### src/rtl/spec_history_pkg.sv
// Defaults, shared types and the history shift helper for the speculative
// global-history block. HIST_LEN defaults to 16.
package spec_history_pkg;
  localparam int HIST_LEN_DEF   = 16;
  localparam int CKPT_DEPTH_DEF = 16;
  // Widest history the shift helper can carry; callers cast to their width.
  localparam int HIST_MAX       = 64;

  typedef logic [HIST_LEN_DEF-1:0]           hist_t;
  typedef logic [$clog2(CKPT_DEPTH_DEF)-1:0] ckpt_id_t;

  function automatic logic [HIST_MAX-1:0] shift_in(input logic [HIST_MAX-1:0] h,
                                                   input logic                b);
    return {h[HIST_MAX-2:0], b};
  endfunction
endpackage

### src/rtl/spec_history_ckpt_ring.sv
// Circular checkpoint store: one history snapshot per in-flight branch,
// with head/tail/count bookkeeping and younger-entry truncation on mispredict.
module spec_history_ckpt_ring
   import spec_history_pkg::*;
#(
   parameter  int HIST_LEN   = HIST_LEN_DEF,
   parameter  int CKPT_DEPTH = CKPT_DEPTH_DEF,
   localparam int ID_W       = $clog2(CKPT_DEPTH)
) (
   input  logic                clk,
   input  logic                rst_n,
   input  logic                i_push,
   input  logic [HIST_LEN-1:0] i_push_hist,
   input  logic                i_trunc,
   input  logic [ID_W-1:0]     i_trunc_id,
   input  logic                i_pop,
   output logic [ID_W-1:0]     o_tail,
   output logic [ID_W:0]       o_count,
   output logic                o_rd_valid,
   output logic [HIST_LEN-1:0] o_rd_hist
);
   logic [HIST_LEN-1:0]   r_ckpt [CKPT_DEPTH];
   logic [CKPT_DEPTH-1:0] r_valid;
   logic [ID_W-1:0]       r_head;
   logic [ID_W-1:0]       r_tail;
   logic [ID_W:0]         r_count;
   logic                  w_pop;
   logic [ID_W-1:0]       w_dist;
   logic [ID_W:0]         w_base;

   assign w_pop  = i_pop && (r_count != '0);
   assign w_dist = i_trunc_id - r_head;

   // Push and truncate never coincide: the top drops a predict during a mispredict.
   always_comb begin
      w_base = r_count + {{ID_W{1'b0}}, i_push};
      if (i_trunc)
         w_base = {1'b0, w_dist} + {{ID_W{1'b0}}, 1'b1};
   end

   always_ff @(posedge clk or negedge rst_n) begin
      if (!rst_n) begin
         r_valid <= '0;
         r_head  <= '0;
         r_tail  <= '0;
         r_count <= '0;
      end else begin
         // Entries whose age offset from head exceeds the resolved id's are younger.
         for (int i = 0; i < CKPT_DEPTH; i++) begin
            if (i_trunc && ((ID_W'(i) - r_head) > w_dist))
               r_valid[i] <= 1'b0;
         end
         if (w_pop)
            r_valid[r_head] <= 1'b0;
         if (i_push)
            r_valid[r_tail] <= 1'b1;
         r_head  <= r_head + {{(ID_W-1){1'b0}}, w_pop};
         r_tail  <= i_trunc ? i_trunc_id + 1'b1 : r_tail + {{(ID_W-1){1'b0}}, i_push};
         r_count <= w_base - {{ID_W{1'b0}}, w_pop};
      end
   end

   always_ff @(posedge clk) begin
      if (i_push)
         r_ckpt[r_tail] <= i_push_hist;
   end

   assign o_tail     = r_tail;
   assign o_count    = r_count;
   assign o_rd_valid = r_valid[i_trunc_id];
   assign o_rd_hist  = r_ckpt[i_trunc_id];
endmodule

### src/rtl/spec_history_reg.sv
// Speculative global branch-history register with per-branch checkpoint/restore.
// Define SPEC_HIST_ARCH_EN to build the retired (architectural) history register.
module spec_history_reg
   import spec_history_pkg::*;
#(
   parameter  int HIST_LEN   = HIST_LEN_DEF,
   parameter  int CKPT_DEPTH = CKPT_DEPTH_DEF,
   localparam int ID_W       = $clog2(CKPT_DEPTH)
) (
   input  logic                clk,
   input  logic                rst_n,
   input  logic                spec_valid,
   input  logic                spec_taken,
   output logic                spec_ready,
   output logic [ID_W-1:0]     spec_id,
   input  logic                resolve_valid,
   input  logic [ID_W-1:0]     resolve_id,
   input  logic                resolve_mispred,
   input  logic                resolve_taken,
   input  logic                retire_valid,
   input  logic                retire_taken,
   output logic [HIST_LEN-1:0] spec_hist,
   output logic [HIST_LEN-1:0] arch_hist,
   output logic [ID_W:0]       count
);
   logic [HIST_LEN-1:0] r_spec_hist;
   logic                w_rd_valid;
   logic [HIST_LEN-1:0] w_rd_hist;
   logic                w_mispred;
   logic                w_push;

   // A recovering mispredict takes priority and swallows any same-cycle predict.
   assign w_mispred  = resolve_valid && resolve_mispred && w_rd_valid;
   assign spec_ready = count < (ID_W+1)'(CKPT_DEPTH);
   assign w_push     = spec_valid && spec_ready && !w_mispred;

   spec_history_ckpt_ring #(
      .HIST_LEN   (HIST_LEN),
      .CKPT_DEPTH (CKPT_DEPTH)
   ) u_ring (
      .clk         (clk),
      .rst_n       (rst_n),
      .i_push      (w_push),
      .i_push_hist (r_spec_hist),
      .i_trunc     (w_mispred),
      .i_trunc_id  (resolve_id),
      .i_pop       (retire_valid),
      .o_tail      (spec_id),
      .o_count     (count),
      .o_rd_valid  (w_rd_valid),
      .o_rd_hist   (w_rd_hist)
   );

   always_ff @(posedge clk or negedge rst_n) begin
      if (!rst_n)
         r_spec_hist <= '0;
      else if (w_mispred)
         r_spec_hist <= HIST_LEN'(shift_in(HIST_MAX'(w_rd_hist), resolve_taken));
      else if (w_push)
         r_spec_hist <= HIST_LEN'(shift_in(HIST_MAX'(r_spec_hist), spec_taken));
   end

   assign spec_hist = r_spec_hist;

`ifdef SPEC_HIST_ARCH_EN
   logic [HIST_LEN-1:0] r_arch_hist;
   logic                w_retire;

   assign w_retire = retire_valid && (count != '0);

   always_ff @(posedge clk or negedge rst_n) begin
      if (!rst_n)
         r_arch_hist <= '0;
      else if (w_retire)
         r_arch_hist <= HIST_LEN'(shift_in(HIST_MAX'(r_arch_hist), retire_taken));
   end

   assign arch_hist = r_arch_hist;
`else
   logic w_unused;
   assign w_unused  = retire_taken;
   assign arch_hist = '0;
`endif
endmodule

### config.mk
export PLATFORM = sky130hd
export DESIGN_NAME = spec_history_reg
export DESIGN_NICKNAME = d
export VERILOG_FILES = /design/src/rtl/spec_history_pkg.sv /design/src/rtl/spec_history_ckpt_ring.sv /design/src/rtl/spec_history_reg.sv
export SDC_FILE = /design/constraint.sdc
export NUM_CORES = 1
export LEC_CHECK = 0
export CAP_MARGIN = 10
export CORE_MARGIN = 1.5
export CORE_UTILIZATION = 40
export CTS_BUF_LIST = sky130_fd_sc_hd__clkbuf_2 sky130_fd_sc_hd__clkbuf_4 sky130_fd_sc_hd__clkbuf_8
export DETAILED_ROUTE_END_ITERATION = 10
export GPL_TIMING_DRIVEN = 0
export SLEW_MARGIN = 20
export SYNTH_ARGS = -nofsm -noshare
export SYNTH_HDL_FRONTEND = slang
export SYNTH_SLANG_ARGS = --single-unit
### constraint.sdc
create_clock -name clk -period 3.9 [get_ports clk]
set_clock_uncertainty 0.15 [all_clocks]
set_input_delay 0.78 -clock clk [delete_from_list [all_inputs] [get_ports clk]]
set_output_delay 0.78 -clock clk [all_outputs]
set_load 0.005 [all_outputs]
After elaboration in Yosys (flattened, before gate mapping)
Memory sizes are Yosys's and may differ from the RTL's.
Cells that the tools add are included.
Storage, ports and cells
  bits in registers: 45
  RAM bits: 256
  input bits: 13
  logic and storage cells: 110
  memories kept: 1
Memory list
  u_ring.r_ckpt: depth 16, width 16, read ports 1, clocked after Yosys merged registers in 0, wr ports 1, line spec_history_ckpt_ring.sv:22  | logic [HIST_LEN-1:0] r_ckpt [CKPT_DEPTH];
Operators by class
  $add $sub $neg: 23
  order comparisons: 22
  mux-type cells: 30
  bitwise logic cells: 3
  reduce and logical (&&, ||, !) cells: 26
Operators by type and width (count)
  4-bit > comparator: 16
  16-bit two-way mux: 4
  4-bit subtractor (first input constant): 8
  1-bit logical AND: 23
  1-bit two-way mux: 21
  16-bit AND: 1
  16-bit NOT: 1
  16-bit OR: 1
  3-bit by 4-bit subtractor with 4-bit output (first input constant): 4
  4-bit by 5-bit less-than comparator with 1-bit output (second input constant): 3
  4-bit by 1-bit adder with 4-bit output: 2
  1-bit demux with 4-bit select: 2
  4-bit by 1-bit >= comparator with 1-bit output (second input constant): 2
  1-bit by 4-bit subtractor with 4-bit output (first input constant): 2
  2-bit by 4-bit subtractor with 4-bit output (first input constant): 2
  4-bit by 1-bit adder with 5-bit output (second input constant): 1
  5-bit by 1-bit adder with 5-bit output: 1
  5-bit less-than comparator (second input constant): 1
  5-bit two-way mux: 1
  5-bit nonzero test: 1
  5-bit by 1-bit subtractor with 5-bit output: 1
  4-bit by 1-bit adder with 4-bit output (second input constant): 1
  1-bit binary-select mux with 4-bit select: 1
  4-bit two-way mux: 1
  3 further kinds: 3

Depth between registers and ports, before layout
Gate-level depths: netlist of the first run.
  word-level depth: 9
  depth in mapped cells: 19

Hierarchy
Synthesis of the first run repeated with hierarchy kept, for this count alone.
Unflattened totals
  cells, all modules: 873
  area, all modules: 13497.9 µm²
By module, submodules not included
  spec_history_ckpt_ring: instances 1, cells an instance 782, area an instance 12589.6 µm², seq. area each 8413.1 µm²
  spec_history_reg: instances 1, cells an instance 91, area an instance 908.4 µm², seq. area each 400.4 µm²

Worst setup path before layout of the first run
No wires, ideal clock.
  path kind: in2reg
  from: input port resolve_id[0]
  to: register u_ring.r_valid[10]
  data arrival time: 3.853 ns
  setup slack: -0.190 ns
  stages: 15
  path buffers: 3
  path through: buf_6 -> buf_12 -> buf_8 -> inv_1 -> ha_1 -> inv_1 -> fa_1 -> xor2_1 -> inv_1 -> ha_1 -> or2_2 -> o311a_1 -> maj3_1 -> a211o_1 -> a22oi_1
On the way
  cells in the longest elaborated chain, start to end: 9
  elaborated cells between the ends (all ways): 13
RTL lines
  from (decl): line spec_history_reg.sv:17  | input logic [ID_W-1:0] resolve_id,
  parallel branches: the longest is 8 deep, another holds 4-bit subtractor
  16-bit two-way mux (*): line spec_history_ckpt_ring.sv:55  | if (i_push)
  to (signal, indexed assignment): line spec_history_ckpt_ring.sv:51  | r_valid[i] <= 1'b0;
  to (signal, indexed assignment): line spec_history_ckpt_ring.sv:54  | r_valid[r_head] <= 1'b0;
  to (signal, indexed assignment): line spec_history_ckpt_ring.sv:56  | r_valid[r_tail] <= 1'b1;
  to (decl): line spec_history_ckpt_ring.sv:23  | logic [CKPT_DEPTH-1:0] r_valid;
Mark *: on every way between the ends. The select of a mux whose other input is x is not followed.
A chain may end at the register's enable or synchronous reset.

Worst setup path in the final report of the first run
  from: input port resolve_id[1]
  to: register u_ring.r_count[3], in the netlist u_ring.o_count[3]
On the way
  cells in the longest elaborated chain, start to end: 8
  elaborated cells between the ends (all ways): 10
RTL lines
  1-bit binary-select mux with 4-bit select: line spec_history_ckpt_ring.sv:70  | assign o_rd_valid = r_valid[i_trunc_id];
  1-bit two-way mux (implied by the code): line spec_history_ckpt_ring.sv:70
  1-bit logical AND: line spec_history_reg.sv:33  | assign w_mispred = resolve_valid && resolve_mispred && w_rd_valid;
  1-bit zero test: line spec_history_reg.sv:35  | assign w_push = spec_valid && spec_ready && !w_mispred;
  1-bit logical AND: line spec_history_reg.sv:35
  5-bit by 1-bit adder with 5-bit output: line spec_history_ckpt_ring.sv:36  | w_base = r_count + {{ID_W{1'b0}}, i_push};
  5-bit two-way mux (*): line spec_history_ckpt_ring.sv:37  | if (i_trunc)
  5-bit by 1-bit subtractor with 5-bit output (*): line spec_history_ckpt_ring.sv:59  | r_count <= w_base - {{ID_W{1'b0}}, w_pop};
  to (signal assigned): line spec_history_ckpt_ring.sv:59
  to (decl): line spec_history_ckpt_ring.sv:26  | logic [ID_W:0] r_count;
Mark *: on every way between the ends. The rest lies on a longest branch, timed or not. The select of a mux whose other input is x is not followed.

==> reports/qor.txt, run 1 <==
status = finished clean
core area = 0.0318 mm²
worst hold margin = 0.105 ns
setup TNS = 0 ns
P_sw = 3.85 mW
Worst Slack Setup Final = 0.180 ns
leakage power = 5.57 nW
vias after detailed routing = 7484
crit end category = flop
I/O pin count = 55
CP peak stage delay = 0.36 ns
clock sink count = 285
number of global-route vias before repair = 7439
CTS tree = yes
net switching fraction of the power = 0.350
Most common cell on crit path = mux2i_1
fin crit period = 3.72 ns
Startpoint Class = primary input
Via density = 5.39
largest net degree at the start of global routing = 46
critical path type = in -> reg
FFs w/ async S/R, synth = 0.158
sequential-to-total area share from yosys stat = 0.639
pwr dens = 712 mW/mm²
total internal power = 7.14 mW
clock slew at reported path FFs = 0.07 ns
critical path depth in cells = 17
Reg power frac = 0.416
delay-heaviest family, CP = buffers and inverters
Syn Inst Count = 786
synth top area cells = edfxtp_1 (55%), dfrtp_1 (8.6%), mux4_2 (8.6%)
hold crit path type = in -> async
Clk network pwr share = 0.239
Max Freq = 0.269 GHz
WL per Instance = 23.1 µm
initial antenna violation count = 0
R2R cell count = 11
Critical-path top delay cell = dlygate4sd2_1
Final Hold Vio Count = 0
Die ar. = 0.0337 mm²
Place WS = -1.43 ns
layout cells sized above 1 = 0.246
count of input and output buffers = 37
total power = 11.0 mW
global-route wire length before repair = 48.0 mm
GRT Overall Usage = 0.196
Primary FF master, synth = edfxtp_1
gpl congestion = 0.856
main combinational cell family by area after synthesis = multiplexers
CTS root buf = clkbuf_8
Max Slew Vio Count = 0
# diodes = 0
met2 usage = 0.310
VDD IR max = 346 µV
Compound-Gate Fraction of Synth Area = 0.0545
Placed Area = 0.0144 mm²
Worst-Margin Slew = 1.02 ns
drt initial violations = 731
slew margin rel. = 0.322
Starting Density = 0.410
Seq cells post-synth = 285
mux cell area share after synthesis = 0.161
grt total ovfl = 0
final WL = 32.1 mm
Netlist cell types = 62
grt met1 use = 0.278
total CTS buffers = 47
crit path cell chain = dlygate4sd2_1 > buf_4 > inv_1 > a2bb2oi_1 > nand3_1 > a21oi_4 > buf_12 > nor2_4 > ha_1 > mux2i_1 > ha_2 > nor2b_4 > nor2_1 > a2111oi_2 > a21oi_1 > xnor2_1 > mux2i_1
largest fanout on the critical path = 19
adder-cell share of the synthesized area = 0.0493
crit path DAT = 4.00 ns
Yosys Warn Count = 0
H-tree levels = 2
GRT busiest layer = met2
Mean Syn Cell Area = 16.6 µm²
Cell Area, Synth = 0.0130 mm²
number of synthesized flops with an enable pin = 240
GR Util met3 = 0.0327
post-route cell area = 0.0154 mm²
Logic pwr share = 0.345
chip width = 184 µm
Layout area overhead = 18.3%
fin nets = 975
row cnt = 65
Max clock buf depth = 3
RSZ-0062 raised after global routing = yes
most area-hungry cell type in the Yosys netlist = edfxtp_1
Final setup violation count = 0
Post-Synth Simple-Gate Area = 0.0476
Synth top area share = 0.552
WP buf/inv = 4
Clk Latency, worst-skew pair = 0.57 ns
DR DRC count = 0
ANT nets after route = 0
DP HPWL = 21.0 mm
worst path required time = 4.18 ns
Die Y = 184 µm
final worst-path cycle share = 0.954
total iterations of the first detailed-routing run = 5
max-cap violation count = 0
xor/xnor share of the synthesized area = 0.0148
[registers in the layout (all words and copies together), names as in the netlist]
signal          cells
u_ring.r_head       4
u_ring.o_tail       4
u_ring.r_valid     16
spec_hist          16
u_ring.r_ckpt     240
u_ring.o_count      5
[metal layers]
layer  vias to the layer above  wire, µm
met1                      3842     14300
met2                       265     15200
met3                        55      1850
met5                         -         0
li1                       3322         -
met4                         0       807
[worst register-to-register path, cell delays in order (launching register included)]
cell      delay (ns)
dfrtp_1         0.49
clkbuf_2        0.30
inv_1           0.21
ha_1            0.38
xor2_2          0.26
inv_4           0.09
ha_1            0.31
or2_2           0.31
o311a_4         0.14
maj3_1          0.36
a211o_1         0.29
a22oi_1         0.18
[cell families after synthesis]
family                     Yosys count
and+or+nand+nor                    138
adders and majority gates           52
xor gates and xnor gates            22
AOI/OAI and AO/OA                  110
DFF                                285
muxes                              103
other                                1
buffers and inverters               75
[power by group through the flow]
stage / clock [mW] / sequential [mW] / combinational [mW]
detailed placement: 0 / 4.65 / 3.56
floorplan: 0 / 4.43 / 2.42
CTS: 2.68 / 4.59 / 3.71
global route: 2.80 / 4.66 / 4.23
global placement: 0 / 4.63 / 3.43
finish: 2.63 / 4.57 / 3.80
[cells in the final DEF (no fill, tap or decap), drive strengths merged, types with 24 or more instances in the layout]
| cell type | netlist | layout |
|---|---|---|
| a21oi | 26 | 26 |
| buf | 37 | 69 |
| clkbuf | 13 | 80 |
| clkdlybuf4s50 | 0 | 33 |
| dfrtp | 45 | 45 |
| edfxtp | 240 | 240 |
| ha | 45 | 45 |
| inv | 24 | 24 |
| mux2i | 24 | 24 |
| mux4 | 77 | 77 |
| nand2 | 61 | 61 |
| nor2 | 31 | 31 |
| o21ai | 33 | 33 |
[synthesized netlist by cell type, drive strengths merged, types with 5 or more instances]
cell	number
a2bb2oi	5
mux4	77
nand2b	5
a21oi	26
mux2i	24
xor2	7
buf	37
and2	5
xnor2	15
nand3	12
a21boi	11
inv	24
edfxtp	240
nor2b	10
clkbuf	13
nor2	31
maj3	6
o21ai	33
dfrtp	45
nand2	61
ha	45
[what timing repair did]
item                                    in CTS  in global routing
resized for setup                           23                 12
endpoints found under the setup margin      17                  8
hold buffers                                 0                  0
setup buffers                                6                  3
pin swaps                                    3                  1
[metrics by stage]
stage                      util  instances
after CTS                 0.484       1386
after floorplan               -        801
after detailed placement  0.451       1294
after global routing      0.486       1388
after global placement    0.441       1273
final                     0.486       1388
[area by class of cell]
cell class                      count  area [µm²]
Buffer                             49         368
Multi-Input combinational cell    441        4490
Inverter                           25         100
Sequential cell                   285        8330
Clock inverter                     18         119
Timing Repair Buffer               67         664
Tap cell                          435         544
Clock buffer                       68         823
Fill cell                        2695       16400
[final timing paths]
kind	start	endpoint	slack, ns
worst max register to register	u_ring.r_head[2]	u_ring.r_valid[10]	0.36
max in group asynchronous	rst_n	spec_hist[6]	3.01
worst min-delay path	rst_n	u_ring.o_count[2]	0.11
worst min register to register	u_ring.r_valid[15]	u_ring.r_valid[15]	0.39
worst max-delay path	resolve_id[1]	u_ring.o_count[3]	0.18
min in group clk	u_ring.r_valid[15]	u_ring.r_valid[15]	0.39
(Power assumes the default switching activity.)
==> run 2, diff against run 1 <==
--- a/config.mk
+++ b/config.mk
@@ -7,10 +7,10 @@
 export LEC_CHECK = 0
 export CAP_MARGIN = 10
 export CORE_MARGIN = 1.5
-export CORE_UTILIZATION = 40
+export CORE_UTILIZATION = 35
 export CTS_BUF_LIST = sky130_fd_sc_hd__clkbuf_2 sky130_fd_sc_hd__clkbuf_4 sky130_fd_sc_hd__clkbuf_8
+export CTS_CLUSTER_DIAMETER = 150
 export DETAILED_ROUTE_END_ITERATION = 10
-export GPL_TIMING_DRIVEN = 0
 export SLEW_MARGIN = 20
 export SYNTH_ARGS = -nofsm -noshare
 export SYNTH_HDL_FRONTEND = slang
==> reports/qor.txt, run 2 (synthesis results as in run 1) <==
grt total ovfl = 0 (unchanged)
global-route wire length before repair = 45.8 mm (-4.5%)
Via density = 5.23 (-3.1%)
H-tree levels = 2 (unchanged)
initial antenna violation count = 0 (unchanged)
gpl congestion = 0.817 (-4.5%)
Layout area overhead = 16.5%
most frequent cells in the layout = edfxtp_1 (240), nand2_1 (61), buf_4 (59), clkbuf_8 (51), mux4_2 (50)
critical path type = in -> reg
slew margin rel. = 0.580 (+0.258)
largest fanout on the critical path = 4 (-15)
fin nets = 956 (-1.9%)
R2R cell count = 14 (+3)
commonest non-fill, non-tap cell in the layout = edfxtp_1
Final setup violation count = 0 (unchanged)
max FFs per register = 240 (unchanged)
total power = 11.0 mW (-0.39%)
worst path required time = 4.22 ns (+0.04 ns)
CTS tree = yes
pwr dens = 721 mW/mm² (+1.2%)
vias after detailed routing = 7321 (-2.2%)
largest net degree at the start of global routing = 77 (+67%)
crit path DAT = 3.64 ns (-0.36 ns)
# diodes = 0 (unchanged)
DP HPWL = 17.9 mm (-14%)
fin crit period = 3.32 ns (-0.398 ns)
DR DRC count = 0 (unchanged)
setup TNS = 0 ns (unchanged)
ANT nets after route = 0 (unchanged)
WL per Instance = 21.4 µm (-7.5%)
Max Slew Vio Count = 0 (unchanged)
Starting Density = 0.356 (-0.0548)
row cnt = 70 (+7.7%)
chip width = 196 µm (+6.8%)
RSZ-0062 raised after global routing = no
number of global-route vias before repair = 7418 (-0.28%)
Layout fillers = 3283 (+22%)
I/O pin count = 55 (unchanged)
clock slew at reported path FFs = 0.07 ns (about the same)
final worst-path cycle share = 0.852 (-0.102)
crit end category = flop
Worst-Margin Slew = 0.630 ns (-0.387 ns)
VDD IR max = 378 µV (+9.1%)
drt initial violations = 470 (-36%)
post-route cell area = 0.0152 mm² (-1.6%)
Clk Latency, worst-skew pair = 0.55 ns (-0.02 ns)
GRT Overall Usage = 0.158 (-0.0377)
total CTS buffers = 45 (-4.3%)
Reg with most FFs = u_ring.r_ckpt
Max Freq = 0.301 GHz (+12%)
Die ar. = 0.0384 mm² (+14%)
Placed Area = 0.0143 mm² (-0.56%)
hold crit path type = reg -> reg
final WL = 30.0 mm (-6.7%)
count of input and output buffers = 37 (unchanged)
WHS Path Cells = 1
status = finished clean
Die Y = 196 µm (+6.8%)
leakage power = 5.48 nW (-1.7%)
# Post-CTS Setup Buffers = 0 (-6)
total iterations of the first detailed-routing run = 5 (unchanged)
clock sink count = 285 (unchanged)
Startpoint Class = primary input
max-cap violation count = 0 (unchanged)
Max clock buf depth = 3 (unchanged)
layout cells sized above 1 = 0.232 (-0.0140)
Final Hold Vio Count = 0 (unchanged)
CTS root buf = clkbuf_8
core area = 0.0367 mm² (+15%)
Resized Gates After CTS = 0 (-100%)
[run 2: changes by cell type in the layout (fill, tap and decap cells not counted), moves of 2 or more]
cell	change
buf_8	-8
ha_1	+2
nor2_2	+4
dlygate4sd2_1	-2
buf_2	-3
nor2_4	-5
clkinv_2	-4
buf_4	+23
clkbuf_1	-11
buf_6	-13
ha_2	-2
buf_1	-3
inv_1	+2
[run 2: repair_timing]
item / 4_1_cts / 5_1_grt
setup endpoints to repair: 0 / 0
hold endpoints to repair: 12 / 0
hold buffers: 1 / 0
[run 2: power by group]
group	leakage, nW	switching (mW)	total (mW)	internal (mW)
Sequential	2.72	0.561	4.58	4.02
Clock	0.485	1.15	2.52	1.37
Combinational	2.27	2.04	3.85	1.80
[run 2: cell type report]
| cell class | instances | area [µm²] | share of cell area |
|---|---|---|---|
| Clock buffer | 68 | 830 | 0.0546 |
| Clock inverter | 15 | 86.3 | 0.00568 |
| Inverter | 25 | 93.8 | 0.00617 |
| Multi-Input combinational cell | 441 | 4410 | 0.290 |
| Sequential cell | 285 | 8330 | 0.548 |
| Tap cell | 468 | 586 | 0.0385 |
| Timing Repair Buffer | 99 | 858 | 0.0565 |
[run 2: per-layer routing]
metal | vias up | track usage | part of all wire
li1 | 3286 | - | -
met1 | 3786 | 0.215 | 0.45
met2 | 207 | 0.267 | 0.49
met3 | 42 | 0.0246 | 0.045
met4 | 0 | 0.0407 | 0.017
met5 | - | 0 | 0
[run 2: stage by stage]
step                instances  hold WS [ns]  setup slack, ns  utilization
finish                   1401         0.373            0.579        0.414
CTS                      1401         0.369            0.599        0.414
detailed placement       1317         0.354           0.0278        0.389
global placement         1317         0.364           0.0730        0.389
global route             1401         0.389            0.384        0.414
floorplan                 801         0.328           -0.148            -
[run 2: path summary, 6_finish.rpt]
check | startpoint | end | slack, ns
setup / recovery | resolve_id[0] | u_ring.r_valid[10] | 0.58
hold / removal | u_ring.r_valid[15] | u_ring.r_valid[15] | 0.37
hold reg to reg | u_ring.r_valid[15] | u_ring.r_valid[15] | 0.37
setup reg to reg | u_ring.r_valid[3] | u_ring.o_count[3] | 0.61
min in group asynchronous | rst_n | u_ring.r_head[0] | 0.52
max in group asynchronous | rst_n | u_ring.r_valid[1] | 2.45
[run 2: worst max-delay path, cell delays in order]
cell and delay (ns):
buf_4 0.14, buf_4 0.14, inv_1 0.07, ha_1 0.17, inv_1 0.05, fa_1 0.37, xor2_1 0.24, inv_2 0.10
ha_1 0.31, or2_2 0.29, o311a_1 0.12, maj3_1 0.36, a211o_1 0.30, a22oi_1 0.19
